## config.mk

```make
export PLATFORM = sky130hd
export DESIGN_NAME = imem_boot_loader_flat
export DESIGN_NICKNAME = d
export VERILOG_FILES = /design/src/rtl/imem_boot_loader_if.sv /design/src/rtl/imem_boot_loader.sv /design/src/flat_wrapper.sv
export SDC_FILE = /design/constraint.sdc
export NUM_CORES = 1
export LEC_CHECK = 0
export CORE_ASPECT_RATIO = 1.75
export CORE_UTILIZATION = 54
export CTS_BUF_LIST = sky130_fd_sc_hd__clkbuf_2
export DETAILED_ROUTE_END_ITERATION = 16
export PLACE_DENSITY = 0.93
export SLEW_MARGIN = 40
export SYNTH_ARGS = -nofsm -noshare
export SYNTH_HDL_FRONTEND = slang
export SYNTH_SLANG_ARGS = --single-unit
```

## constraint.sdc

```tcl
create_clock -name clk -period 3.4 [get_ports clk]
set_input_delay 0.51 -clock clk [delete_from_list [all_inputs] [get_ports clk]]
set_output_delay 0.51 -clock clk [all_outputs]
set_load 0.02 [all_outputs]
```

## src/rtl/imem_boot_loader_if.sv

```systemverilog
// imem_boot_loader_if: byte-stream input and instruction-memory write/status bundle for the boot loader.
interface imem_boot_loader_if #(parameter int ADDR_W = 10);
  logic              in_valid;
  logic [7:0]        in_data;
  logic              in_ready;
  logic              im_we;
  logic [ADDR_W-1:0] im_addr;
  logic [31:0]       im_wdata;
  logic              cpu_hold;
  logic              done;
  logic              err;
  modport master (output in_valid, in_data, input in_ready, im_we, im_addr, im_wdata, cpu_hold, done, err);
  modport slave  (input in_valid, in_data, output in_ready, im_we, im_addr, im_wdata, cpu_hold, done, err);
endinterface

```

## src/rtl/imem_boot_loader.sv

```systemverilog
// imem_boot_loader: assembles a counted big-endian byte stream into IM words and holds the core until the load completes.
module imem_boot_loader #(parameter int ADDR_W = 10) (
  input logic             clk,
  input logic             rst_n,
  imem_boot_loader_if.slave bus
);
  localparam logic [2:0] S_HDR0  = 3'd0;
  localparam logic [2:0] S_HDR1  = 3'd1;
  localparam logic [2:0] S_DATA  = 3'd2;
  localparam logic [2:0] S_WRITE = 3'd3;
  localparam logic [2:0] S_DONE  = 3'd4;
  localparam logic [2:0] S_ERR   = 3'd5;
  localparam logic [16:0] DEPTH  = 17'd1 << ADDR_W;
  logic [2:0]        r_state, w_next;
  logic              r_ready;
  logic [7:0]        r_hi;
  logic [ADDR_W:0]   r_n;
  logic [ADDR_W-1:0] r_addr;
  logic [1:0]        r_bcnt;
  logic [31:0]       r_asm;
  logic              w_xfer;
  logic [15:0]       w_hdr_n;
  logic [ADDR_W:0]   w_addr_p1;
  logic              w_last;
  assign w_xfer    = bus.in_valid & r_ready;
  assign w_hdr_n   = {r_hi, bus.in_data};
  assign w_addr_p1 = {1'b0, r_addr} + (ADDR_W+1)'(1);
  assign w_last    = w_addr_p1 == r_n;
  always_comb begin
    w_next = r_state;
    case (r_state)
      S_HDR0:  w_next = w_xfer ? S_HDR1 : S_HDR0;
      S_HDR1:  w_next = !w_xfer ? S_HDR1 :
                        (w_hdr_n == 16'd0) ? S_DONE :
                        ({1'b0, w_hdr_n} > DEPTH) ? S_ERR : S_DATA;
      S_DATA:  w_next = (w_xfer && r_bcnt == 2'd3) ? S_WRITE : S_DATA;
      S_WRITE: w_next = w_last ? S_DONE : S_DATA;
      default: w_next = r_state;
    endcase
  end
  // in_ready is registered from the next state, so it never depends combinationally on in_valid
  always_ff @(posedge clk or negedge rst_n)
    if (!rst_n) begin
      r_state <= S_HDR0;
      r_ready <= 1'b0;
      r_hi    <= 8'd0;
      r_n     <= '0;
      r_addr  <= '0;
      r_bcnt  <= 2'd0;
      r_asm   <= 32'd0;
    end else begin
      r_state <= w_next;
      r_ready <= (w_next == S_HDR0) || (w_next == S_HDR1) || (w_next == S_DATA);
      if (w_xfer && r_state == S_HDR0) r_hi <= bus.in_data;
      if (w_xfer && r_state == S_HDR1) begin
        r_n    <= w_hdr_n[ADDR_W:0];
        r_addr <= '0;
        r_bcnt <= 2'd0;
      end
      if (w_xfer && r_state == S_DATA) begin
        r_asm  <= {r_asm[23:0], bus.in_data};
        r_bcnt <= r_bcnt + 2'd1;
      end
      if (r_state == S_WRITE && !w_last) r_addr <= r_addr + ADDR_W'(1);
    end
  assign bus.in_ready = r_ready;
  assign bus.im_we    = r_state == S_WRITE;
  assign bus.im_addr  = r_addr;
  assign bus.im_wdata = r_asm;
  assign bus.cpu_hold = r_state != S_DONE;
  assign bus.done     = r_state == S_DONE;
  assign bus.err      = r_state == S_ERR;
endmodule
```

## src/flat_wrapper.sv

```systemverilog
// flat-port wrapper written by rule: the top's interface ports become plain ports
module imem_boot_loader_flat 
#(parameter int ADDR_W = 10)
  (clk, rst_n, bus_in_valid, bus_in_data, bus_in_ready, bus_im_we, bus_im_addr, bus_im_wdata, bus_cpu_hold, bus_done, bus_err);
  imem_boot_loader_if #(.ADDR_W(ADDR_W)) bus_i ();
  input logic clk;
  input logic rst_n;
  input wire logic [$bits(bus_i.in_valid)-1:0] bus_in_valid;
  input wire logic [$bits(bus_i.in_data)-1:0] bus_in_data;
  output wire logic [$bits(bus_i.in_ready)-1:0] bus_in_ready;
  output wire logic [$bits(bus_i.im_we)-1:0] bus_im_we;
  output wire logic [$bits(bus_i.im_addr)-1:0] bus_im_addr;
  output wire logic [$bits(bus_i.im_wdata)-1:0] bus_im_wdata;
  output wire logic [$bits(bus_i.cpu_hold)-1:0] bus_cpu_hold;
  output wire logic [$bits(bus_i.done)-1:0] bus_done;
  output wire logic [$bits(bus_i.err)-1:0] bus_err;
  assign bus_i.in_valid = bus_in_valid;
  assign bus_i.in_data = bus_in_data;
  assign bus_in_ready = bus_i.in_ready;
  assign bus_im_we = bus_i.im_we;
  assign bus_im_addr = bus_i.im_addr;
  assign bus_im_wdata = bus_i.im_wdata;
  assign bus_cpu_hold = bus_i.cpu_hold;
  assign bus_done = bus_i.done;
  assign bus_err = bus_i.err;
  imem_boot_loader #(.ADDR_W(ADDR_W)) u_core (.clk(clk), .rst_n(rst_n), .bus(bus_i));
endmodule
```

==> impl_metrics.json <==
{
  "rsz0062_at_grt": "no",
  "initial_core_util_pct": 56.1,
  "rows": 36,
  "fin_cells": 408,
  "syn_to_final_growth_pct": 24.2,
  "clk_path_buf_depth": 2,
  "synth_cells": 270,
  "leakage_nw": 1.80,
  "grt_pass1_wl_mm": 10.4,
  "path_class": "flop to flop",
  "max-vdd-ir-drop_uv": 479,
  "critPathMaxFanout": 17,
  "finalNetCount": 340,
  "fillCellCount": 422,
  "cts_tree": "yes",
  "post-route-period-util_pct": 86.0,
  "drt_pre_antenna_iters": 4,
  "die_w_um": 59.6,
  "grt_use_met3_pct": 4.52,
  "pwr_density_cell_nw_per_um2": 597,
  "grt_util_met1_pct": 26.7,
  "fp.coreArea_um2": 5590,
  "required_ns": 3.81,
  "maxCapViolations": 0,
  "ys_ff_latch": 67,
  "tightest_slew_ns": 0.689,
  "drc": 0,
  "synth_warnings": 0,
  "grt_max_degree": 40,
  "setup_viol": 0,
  "hold_viol": 0,
  "grt_pass1_vias": 2192,
  "drt_iter0_drc": 86,
  "num_antenna_cells": 0,
  "outcome": "completed",
  "tns_ns": 0,
  "h-tree-depth": 3,
  "drt-total-wl_mm": 6.34,
  "root_buffer": "clkbuf_2",
  "via_per_inst": 5.53,
  "dp.cells": 391,
  "fmax_mhz": 342,
  "startpoint_type": "flop",
  "die_area_um2": 6130,
  "grt_antenna_before_repair": 0,
  "cts_num_sinks": 67,
  "use_met2_pct": 40.0,
  "clk_latency_ns": 0.49,
  "synth_cell_types": 45,
  "grt-ovfl-total": 0,
  "numPortBuffers": 57,
  "clkTransAtPathRegs_ns": 0.19,
  "cts_made_buffers": 9,
  "critPathArrivalTime_ns": 3.33,
  "drive_gt1_share_pct": 21.4,
  "grt_usage_pct": 23.2,
  "slew_viol_final": 0,
  "synth_edf_count": 0,
  "slew_headroom_pct": 54.0,
  "io_pins": 58,
  "busiest_layer": "met2",
  "fin_crit_ns": 2.92,
  "cts_resized": 0,
  "fp.dieH_um": 103,
  "dp_hpwl_mm": 4.52,
  "hp-class": "flop to flop",
  "syn_nets": 283,
  "synth_seq_area_share_pct": 53.5,
  "syn_avg_cell_area_um2": 11.6,
  "netlist_area_um2": 3140,
  "via_count": 2256,
  "skew_ns": 0.0278,
  "end_kind": "flop",
  "ys.flop_type": "dfrtp_1",
  "wl_per_cell_um": 15.5,
  "async_reset_ff_share_pct": 100,
  "ant_nets": 0,
  "gp_congestion": 0.884
}
[final timing paths]
path	slack, ns	from	to	cells past startpoint
max	0.48	u_core.bus.im_addr[0]	u_core.bus.im_addr[5]	8
max in group asynchronous	1.93	rst_n	u_core.r_hi[1]	3
max reg2reg	0.48	u_core.bus.im_addr[0]	u_core.bus.im_addr[5]	8
min in group asynchronous	0.53	rst_n	u_core.bus.im_addr[3]	2
min	0.49	u_core.r_hi[1]	u_core.r_n[9]	2
min reg2reg	0.49	u_core.r_hi[1]	u_core.r_n[9]	2
[cell usage in the layout, fill, tap and decap left out, types with 6 or more instances in the layout]
cell,instances
dfrtp_1,67
clkdlybuf4s50_1,56
nand2_1,49
mux2_2,41
nor2_1,10
xnor2_1,10
clkbuf_2,9
nand3_1,7
nor3_1,7
xor2_1,6
[cell usage after synthesis (all sizes together), types with 2 or more instances]
| master | instances | area, um^2 |
|---|---|---|
| mux2 | 43 | 488 |
| buf | 5 | 42.5 |
| a22o | 3 | 26.3 |
| nor2b | 5 | 31.3 |
| mux2i | 5 | 50.1 |
| nor3 | 10 | 71.3 |
| ha | 2 | 25.0 |
| xnor2 | 10 | 87.6 |
| and3 | 2 | 12.5 |
| dfrtp | 67 | 1680 |
| nand2 | 49 | 184 |
| a21oi | 4 | 20.0 |
| nor4 | 4 | 31.3 |
| nor2 | 10 | 37.5 |
| a41oi | 2 | 17.5 |
| o21ai | 5 | 25.0 |
| clkbuf | 10 | 37.5 |
| a221o | 2 | 20.0 |
| xor2 | 7 | 68.8 |
| nand3 | 10 | 65.1 |
[power by group]
group / leakage [nW] / switching (W) / internal, W
clock network: 0.0755 / 0.000287 / 0.000240
registers: 0.893 / 0.000184 / 0.000950
logic: 0.827 / 0.000332 / 0.000331
total: 1.80 / 0.000803 / 0.00152
[stage by stage]
step / area (um^2) / utilization, % / power [W] / hold slack [ns] / setup WS (ns)
6_report: 3890 / 69.7 / 0.00232 / 0.494 / 0.477
5_1_grt: 3890 / 69.7 / 0.00246 / 0.550 / 0.262
4_1_cts: 3890 / 69.6 / 0.00233 / 0.502 / 0.508
3_5_place_dp: 3740 / 66.9 / 0.00180 / 0.484 / 0.541
3_3_place_gp: 3740 / 66.9 / 0.00177 / 0.472 / 0.636
2_1_floorplan: 3140 / - / 0.00157 / 0.214 / 0.833
[layout make-up]
class | count | area (um^2) | area share (%)
Clock inverter | 7 | 92.6 | 2.38
Inverter | 1 | 3.75 | 0.0964
Clock buffer | 9 | 45.0 | 1.16
Timing Repair Buffer | 61 | 598 | 15.4
Multi-Input combinational cell | 187 | 1380 | 35.5
Tap cell | 76 | 95.1 | 2.44
Sequential cell | 67 | 1680 | 43.0
[cell families after synthesis]
| group | after synthesis | share of synthesized area [%] |
|---|---|---|
| and+or+nand+nor | 97 | 15.4 |
| DFF | 67 | 53.5 |
| muxes | 48 | 17.2 |
| AOI/OAI and AO/OA | 23 | 5.47 |
| xor gates and xnor gates | 17 | 4.99 |
| buffers and inverters | 16 | 2.67 |
| adders and majority gates | 2 | 0.798 |
[state kept, by name, indices dropped and copies added, names as in the netlist]
name and cells:
u_core.bus.im_addr 10, u_core.bus.im_wdata 32, u_core.bus.in_ready 1, u_core.r_bcnt 2
u_core.r_hi 8, u_core.r_n 11, u_core.r_state 3
[timing repair]
| item | CTS | global route |
|---|---|---|
| endpoints found under the setup margin | 0 | 0 |
| hold buffers | 1 | 0 |
| setup buffers | 0 | 0 |
| hold endpoints to repair | 23 | 0 |
[layer usage]
layer  part of all wire [%]  up-vias
met5                      0        -
met4                    2.8        0
met3                    3.6       14
met2                     54       66
met1                     39     1123
li1                       -     1053
[worst max-delay path: stages (launching register included)]
cell	delay (ns)
dfrtp_1	0.50
ha_1	0.32
nand2_1	0.19
nor3_4	0.30
mux2i_1	0.22
a21oi_1	0.07
o41a_1	0.68
and3_1	0.30
a221o_1	0.25
(Power assumes the default switching activity.)
